<file path="src/rtl/mod_divider_arbiter.sv">
// Round-robin front end sharing one 26-stage pipelined unsigned divider between N_REQ requesters.
// A tag shadow pipeline carries {vld, id, div0} beside the divider and drives the response bus.

module mod_divider #(
  parameter int DATA_W = 26,
  parameter int COEF_W = 14
) (
  input  logic              clk,
  input  logic [DATA_W-1:0] dividend,
  input  logic [COEF_W-1:0] divisor,
  output logic [DATA_W-1:0] quotient,
  output logic [COEF_W-1:0] remainder
);
  // acc holds the unconsumed dividend bits on top and the quotient bits shifted in below
  logic [DATA_W-1:0] acc_p [DATA_W];
  logic [COEF_W-1:0] rem_p [DATA_W];
  logic [COEF_W-1:0] dvs_p [DATA_W-1];

  // One restoring step; the trial never exceeds 2*divisor-1, so the difference fits COEF_W bits.
  function automatic logic [COEF_W+DATA_W-1:0] div_step(
    input logic [COEF_W-1:0] rem,
    input logic [DATA_W-1:0] acc,
    input logic [COEF_W-1:0] dvs
  );
    logic [COEF_W:0]   trial;
    logic [COEF_W-1:0] diff;
    trial = {rem, acc[DATA_W-1]};
    diff  = trial[COEF_W-1:0] - dvs;
    if (trial >= {1'b0, dvs}) return {diff, acc[DATA_W-2:0], 1'b1};
    return {trial[COEF_W-1:0], acc[DATA_W-2:0], 1'b0};
  endfunction

  // stage 0: operands captured on the accepting edge, first quotient bit resolved
  always_ff @(posedge clk) begin
    {rem_p[0], acc_p[0]} <= div_step('0, dividend, divisor);
    dvs_p[0]             <= divisor;
  end

  // stages 1..DATA_W-1: one quotient bit per stage
  for (genvar s = 1; s < DATA_W; s++) begin : g_stage
    always_ff @(posedge clk) begin
      {rem_p[s], acc_p[s]} <= div_step(rem_p[s-1], acc_p[s-1], dvs_p[s-1]);
    end
    if (s < DATA_W - 1) begin : g_dvs
      always_ff @(posedge clk) dvs_p[s] <= dvs_p[s-1];
    end
  end

  assign quotient  = acc_p[DATA_W-1];
  assign remainder = rem_p[DATA_W-1];
endmodule

module mod_divider_arbiter #(
  parameter int N_REQ   = 4,
  parameter int ID_W    = $clog2(N_REQ),
  parameter int MAX_OUT = 8,
  parameter int DIV_LAT = 26
) (
  input  logic               clk,
  input  logic               rst,
  input  logic [N_REQ-1:0]   req_valid,
  output logic [N_REQ-1:0]   req_ready,
  input  logic [N_REQ*26-1:0] req_dividend,
  input  logic [N_REQ*14-1:0] req_divisor,
  output logic               rsp_valid,
  output logic [ID_W-1:0]    rsp_id,
  output logic [25:0]        rsp_quotient,
  output logic [13:0]        rsp_remainder,
  output logic               rsp_div0,
  output logic               busy
);
  localparam int CNT_W = $clog2(MAX_OUT + 1);

  logic [ID_W-1:0]  rr_ptr;
  logic [CNT_W-1:0] cnt [N_REQ];
  logic [N_REQ-1:0] eligible;
  logic [N_REQ-1:0] credit_inc;
  logic [N_REQ-1:0] credit_dec;
  logic             grant_any;
  logic [ID_W-1:0]  grant_id;
  logic [ID_W-1:0]  idx;
  logic [25:0]      div_dividend;
  logic [13:0]      div_divisor;
  logic [25:0]      div_quotient;
  logic [13:0]      div_remainder;

  logic [DIV_LAT-1:0] vld_p;
  logic [DIV_LAT-1:0] div0_p;
  logic [ID_W-1:0]    id_p [DIV_LAT];

  // Divide-by-zero results are pinned to all-ones quotient and zero remainder.
  function automatic logic [39:0] sat_div0(input logic [25:0] q, input logic [13:0] r,
                                           input logic div0);
    if (div0) return {26'h3FFFFFF, 14'h0};
    return {q, r};
  endfunction

  // Arbitration: registered credits only, scan starts just past the last winner
  always_comb begin
    eligible  = '0;
    grant_any = 1'b0;
    grant_id  = '0;
    idx       = '0;
    for (int i = 0; i < N_REQ; i++)
      eligible[i] = req_valid[i] && (cnt[i] < CNT_W'(MAX_OUT)) && !rst;
    for (int k = 1; k <= N_REQ; k++) begin
      idx = ID_W'((int'(rr_ptr) + k) % N_REQ);
      if (!grant_any && eligible[idx]) begin
        grant_any = 1'b1;
        grant_id  = idx;
      end
    end
  end

  assign req_ready    = grant_any ? (N_REQ'(1) << grant_id) : '0;
  assign div_dividend = grant_any ? req_dividend[int'(grant_id)*26 +: 26] : '0;
  assign div_divisor  = grant_any ? req_divisor[int'(grant_id)*14 +: 14] : '0;

  always_ff @(posedge clk) begin
    if (rst) rr_ptr <= ID_W'(N_REQ - 1);
    else if (grant_any) rr_ptr <= grant_id;
  end

  always_comb begin
    credit_inc = '0;
    credit_dec = '0;
    for (int i = 0; i < N_REQ; i++) begin
      credit_inc[i] = grant_any && (grant_id == ID_W'(i));
      credit_dec[i] = rsp_valid && (rsp_id == ID_W'(i));
    end
  end

  always_ff @(posedge clk) begin
    for (int i = 0; i < N_REQ; i++) begin
      if (rst) cnt[i] <= '0;
      else if (credit_inc[i] && !credit_dec[i]) cnt[i] <= cnt[i] + 1'b1;
      else if (credit_dec[i] && !credit_inc[i]) cnt[i] <= cnt[i] - 1'b1;
      if (!rst) begin
        assert (!(credit_inc[i] && !credit_dec[i] && cnt[i] == CNT_W'(MAX_OUT)));
        assert (!(credit_dec[i] && !credit_inc[i] && cnt[i] == '0));
      end
    end
  end

  // Divider latency equals its dividend width, so DIV_LAT must stay at 26.
  mod_divider #(.DATA_W(26), .COEF_W(14)) u_div (
    .clk       (clk),
    .dividend  (div_dividend),
    .divisor   (div_divisor),
    .quotient  (div_quotient),
    .remainder (div_remainder)
  );

  // shadow stage 0 loads with the issue; later stages march in lockstep with the divider
  always_ff @(posedge clk) begin
    if (rst) vld_p <= '0;
    else vld_p <= {vld_p[DIV_LAT-2:0], grant_any};
  end

  always_ff @(posedge clk) begin
    div0_p   <= {div0_p[DIV_LAT-2:0], (div_divisor == 14'h0)};
    id_p[0]  <= grant_id;
    for (int s = 1; s < DIV_LAT; s++) id_p[s] <= id_p[s-1];
  end

  // response: last shadow stage plus divider output
  assign rsp_valid = vld_p[DIV_LAT-1];
  assign rsp_id    = rsp_valid ? id_p[DIV_LAT-1] : '0;
  assign rsp_div0  = rsp_valid && div0_p[DIV_LAT-1];
  assign {rsp_quotient, rsp_remainder} = sat_div0(div_quotient, div_remainder, rsp_div0);
  assign busy      = |vld_p;
endmodule

</file>
<file path="config.mk">
export PLATFORM = sky130hd
export DESIGN_NAME = mod_divider_arbiter
export DESIGN_NICKNAME = d
export VERILOG_FILES = /design/src/rtl/mod_divider_arbiter.sv
export SDC_FILE = /design/constraint.sdc
export NUM_CORES = 2
export LEC_CHECK = 0
export CELL_PAD_IN_SITES_DETAIL_PLACEMENT = 0
export CELL_PAD_IN_SITES_GLOBAL_PLACEMENT = 1
export CORE_UTILIZATION = 30
export CTS_CLUSTER_SIZE = 40
export DETAILED_ROUTE_END_ITERATION = 10
export PLACE_DENSITY_LB_ADDON = 0.1
export SKIP_LAST_GASP = 1
export SLEW_MARGIN = 20
export SYNTH_ARGS = -nofsm -noshare
export SYNTH_HDL_FRONTEND = slang
export SYNTH_SLANG_ARGS = --single-unit
</file>
<file path="constraint.sdc">
create_clock -name clk -period 5.5 [get_ports clk]
set_input_delay 1.65 -clock clk [delete_from_list [all_inputs] [get_ports clk]]
set_output_delay 1.65 -clock clk [all_outputs]
set_load 0.05 [all_outputs]
</file>
==> out/results.tsv <==
stage	metric	value	unit
drt	routed via count	33720	
outcome	status	finished, final reports clean	
grt	GR Util met3	2.753	%
floorplanning	core box area	178800	um^2
grt	initial antenna violation count	3	
drt	WL final	117900	um
critical_path	Startpoint Class	input port	
pwr	Total Power Consumption	0.04647	W
final_layout	Layout area overhead	20.30	%
pwr	Net Sw Power	0.01593	W
pwr	Leak Pwr	27.14	nW
timing	Peak Freq	186.1	MHz
grt	grt peak-use layer	met2	
grt	grt met1 use	18.29	%
clock_network	Max Root-Sink Buffers	3	
clock_network	Clock Root Buffer	clkbuf_16	
synthesis	register area share after synthesis	56.23	%
final_layout	fin nets	5787	
floorplanning	std cell rows	155	
pwr	Seq pwr share	34.3	%
synthesis	flops & latches, synth	1512	
timing	Setup TNS	0	ns
clock_network	Hold Buf Count CTS	0	
grt	GR Overflow Total	0	
timing	Worst-Margin Slew	1.007	ns
placed_design	GPL Wtd Cong	0.8222	
clock_network	clock-pin transition on the worst setup and hold timing paths	0.06	ns
timing	fin crit share	97.70	%
critical_path	WP data required	3.85	ns
timing	Final Critical Period	5.373	ns
clock_network	CTS tree	done	
drt	Iter 0 DRT Violations	1664	
drt	First-pass DRT Iterations	5	
pwr	Comb pwr share	40.8	%
critical_path	CP Max Fanout	21	
floorplanning	starting density of the core	30.26	%
grt	met2 GRT Util	19.33	%
synthesis	distinct cell type count after synthesis	80	
placed_design	dpl hpwl	89400	um
synthesis	Synth Cell Area	54110	um^2
clock_network	clock sinks	1512	
min_path	worst hold path type	register to register	
floorplanning	die width	426.7	um
synthesis	Mapped Nets	5448	
synthesis	Syn Inst Count	4896	
min_path	Hold Crit Depth	0	
grt	vias in the first global route	33410	
pwr	Clock Power Share	24.9	%
floorplanning	io pins	215	
pwr	Sw Ratio	34.28	%
clock_network	Num CTS Buffers	168	
grt	largest net degree at the start of global routing	42	
grt	first-pass GRT wire length	185400	um
critical_path	CP endpoint kind	output port	
timing	clk_skew	0.05460	ns
placed_design	PortBufs	214	
clock_network	Gates resized, CTS repair	0	
critical_path	kind of critical path	input port to output port	
floorplanning	overall die area	182100	um^2
pwr	Worst VDD drop	0.2788	mV
timing	Fin. Hold Viols	0	
timing	RSZ-0062 raised after global routing	false	
floorplanning	chip height	426.7	um
clock_network	H-tree Lvls	4	
synthesis	FFs w/ async S/R, synth	0	%
timing	final worst slack	0.1268	ns
critical_path	WP data arrival	3.72	ns
synthesis	number of synthesized flops with an enable pin	16	
placed_design	dpl ws	0.1452	ns
drt	DR vias/cell	4.361	
synthesis	top_reg_cell synth	dfxtp_1	
drt	DR DRC count	0	
synthesis	syn avg cell area	11.05	um^2
final_layout	share of post-route cells with drive strength above 1	12.63	%
pwr	Power Internal	0.03054	W
drt	WL/cell	15.24	um
grt	GRT Overall Usage	12.89	%
pwr	PwrDens	713.9	nW/um^2
clock_network	post-CTS setup buffer count	0	
clock_network	clock latency at the later pin of the worst-skew pair	0.82	ns
drt	antenna-violating nets left	0	
timing	fin. max-slew vios	0	
run	Max Cap Viol	0	
timing	Setup violations, final	0	
critical_path	Worst R2R Path Depth	10	
synthesis	Yosys warning count	0	
timing	Max-slew headroom	32.89	%
## logic make-up after synthesis
family                     count (synthesis)  synth area share, %
adders and majority gates                386                9.286
muxes                                    333                6.798
DFF                                     1512                56.23
and+or+nand+nor                         1131                10.20
xor gates and xnor gates                 249                4.030
AOI/OAI and AO/OA                        738                9.549
buffers and inverters                    547                3.905
## layout by cell type, fill, tap and decap left out, types with 29 or more instances in the layout
master / synthesis / layout
xnor2_1: 169 / 169
mux2i_1: 57 / 57
clkbuf_16: 0 / 168
clkdlybuf4s50_1: 0 / 210
clkbuf_8: 0 / 33
nand4_1: 47 / 47
o21a_1: 44 / 44
nor2_1: 279 / 279
nor4_1: 29 / 29
nor3_1: 90 / 90
a21oi_1: 195 / 195
o21ai_0: 111 / 111
nand3_1: 121 / 121
a21boi_0: 35 / 35
mux2_2: 275 / 275
ha_1: 360 / 360
dfxtp_1: 1496 / 1496
nand2b_1: 57 / 57
inv_1: 471 / 470
clkinv_2: 0 / 29
buf_4: 0 / 30
nand2_1: 277 / 275
a21o_1: 95 / 95
and3_1: 53 / 53
nor2b_1: 84 / 84
xor2_1: 80 / 80
## worst max-delay path: stages
cell and delay (ns):
clkdlybuf4s50_1 0.65, inv_1 0.22, o21a_1 0.18, or2_4 0.30, nand2_4 0.12, buf_4 0.26
nor2_1 0.12, buf_4 0.21
## worst paths after layout
| check | from | end | slack (ns) |
|---|---|---|---|
| hold reg to reg | u_div.acc_p[481] | u_div.acc_p[456] | 0.30 |
| setup / recovery | rst | req_ready[3] | 0.13 |
| hold / removal | u_div.acc_p[481] | u_div.acc_p[456] | 0.30 |
| setup reg to reg | u_div.dvs_p[0][113] | u_div.rem_p[227] | 1.79 |
## synth_stat cells (15+ instances only)
cell       count  area [um^2]
a221oi_1      16        140.1
and3_1        53        331.6
nor4_1        29        181.4
mux2_2       275         3097
fa_1          26        520.5
inv_1        471         1768
o41ai_2       18        292.8
edfxtp_1      16        480.5
xnor2_1      169         1480
nor2b_1       84        525.5
mux2i_1       57        570.6
nand2_1      277         1040
nand2b_1      57        356.6
a21o_1        95        713.2
ha_1         360         4504
o2111ai_1     21        183.9
nand3_1      121        605.6
and2_1        21        131.4
a211oi_1      17        127.6
xor2_1        80        700.7
a21oi_1      195        975.9
o21ai_0      111        555.5
o21a_1        44        330.3
or4_1         15        112.6
nor3_1        90        450.4
clkbuf_1      27        101.4
or2_2         17        106.4
o21bai_1      27        202.7
buf_2         30        150.1
a21boi_0      35        262.8
dfxtp_1     1496        29950
nand4_1       47        294.0
nor2_1       279         1047
## sequential cells by signal, summed over array words and instances, names as in the netlist, 14 cells and up
name             count
u_div.acc_p        650
u_div.dvs_p        350
u_div.rem_p        350
id_p                52
div0_p              26
u_div.quotient      26
vld_p               26
cnt                 16
u_div.remainder     14
## per-stage QoR
stage	area [um^2]	cells	util, %	hold slack [ns]
floorplan	54110	4896	-	0.3096
global placement	59110	7420	33.06	0.3095
detailed placement	59110	7420	33.06	0.3121
CTS	65080	7730	36.40	0.2876
global route	65090	7730	36.40	0.2916
finish	65100	7733	36.41	0.2978
## power by group through the flow
| stage | clock network [W] | logic, W | registers [W] |
|---|---|---|---|
| final | 0.0116 | 0.0189 | 0.0159 |
| after global routing | 0.0126 | 0.0212 | 0.0163 |
| after CTS | 0.0121 | 0.0191 | 0.0161 |
| after detailed placement | 0 | 0.0189 | 0.0163 |
| after global placement | 0 | 0.0191 | 0.0163 |
| after floorplan | 0 | 0.0150 | 0.0155 |
## cell type report
| class | count | area, um^2 |
|---|---|---|
| clock inverters | 83 | 1211 |
| repair buffers | 243 | 2387 |
| fillers | 17700 | 113700 |
| inverters | 473 | 1775 |
| flip-flops and latches | 1512 | 30430 |
| multi-input cells | 2837 | 21580 |
| well taps | 2355 | 2947 |
| diodes | 3 | 7.507 |
| clock buffers | 227 | 4756 |
## metal layers
metal	vias up	share of wire [%]
met1	15580	50
met4	2	2.3
met3	192	4.5
met2	567	43
li1	17390	-
met5	-	0.011
Note: power is estimated with default switching activity, not from simulation.
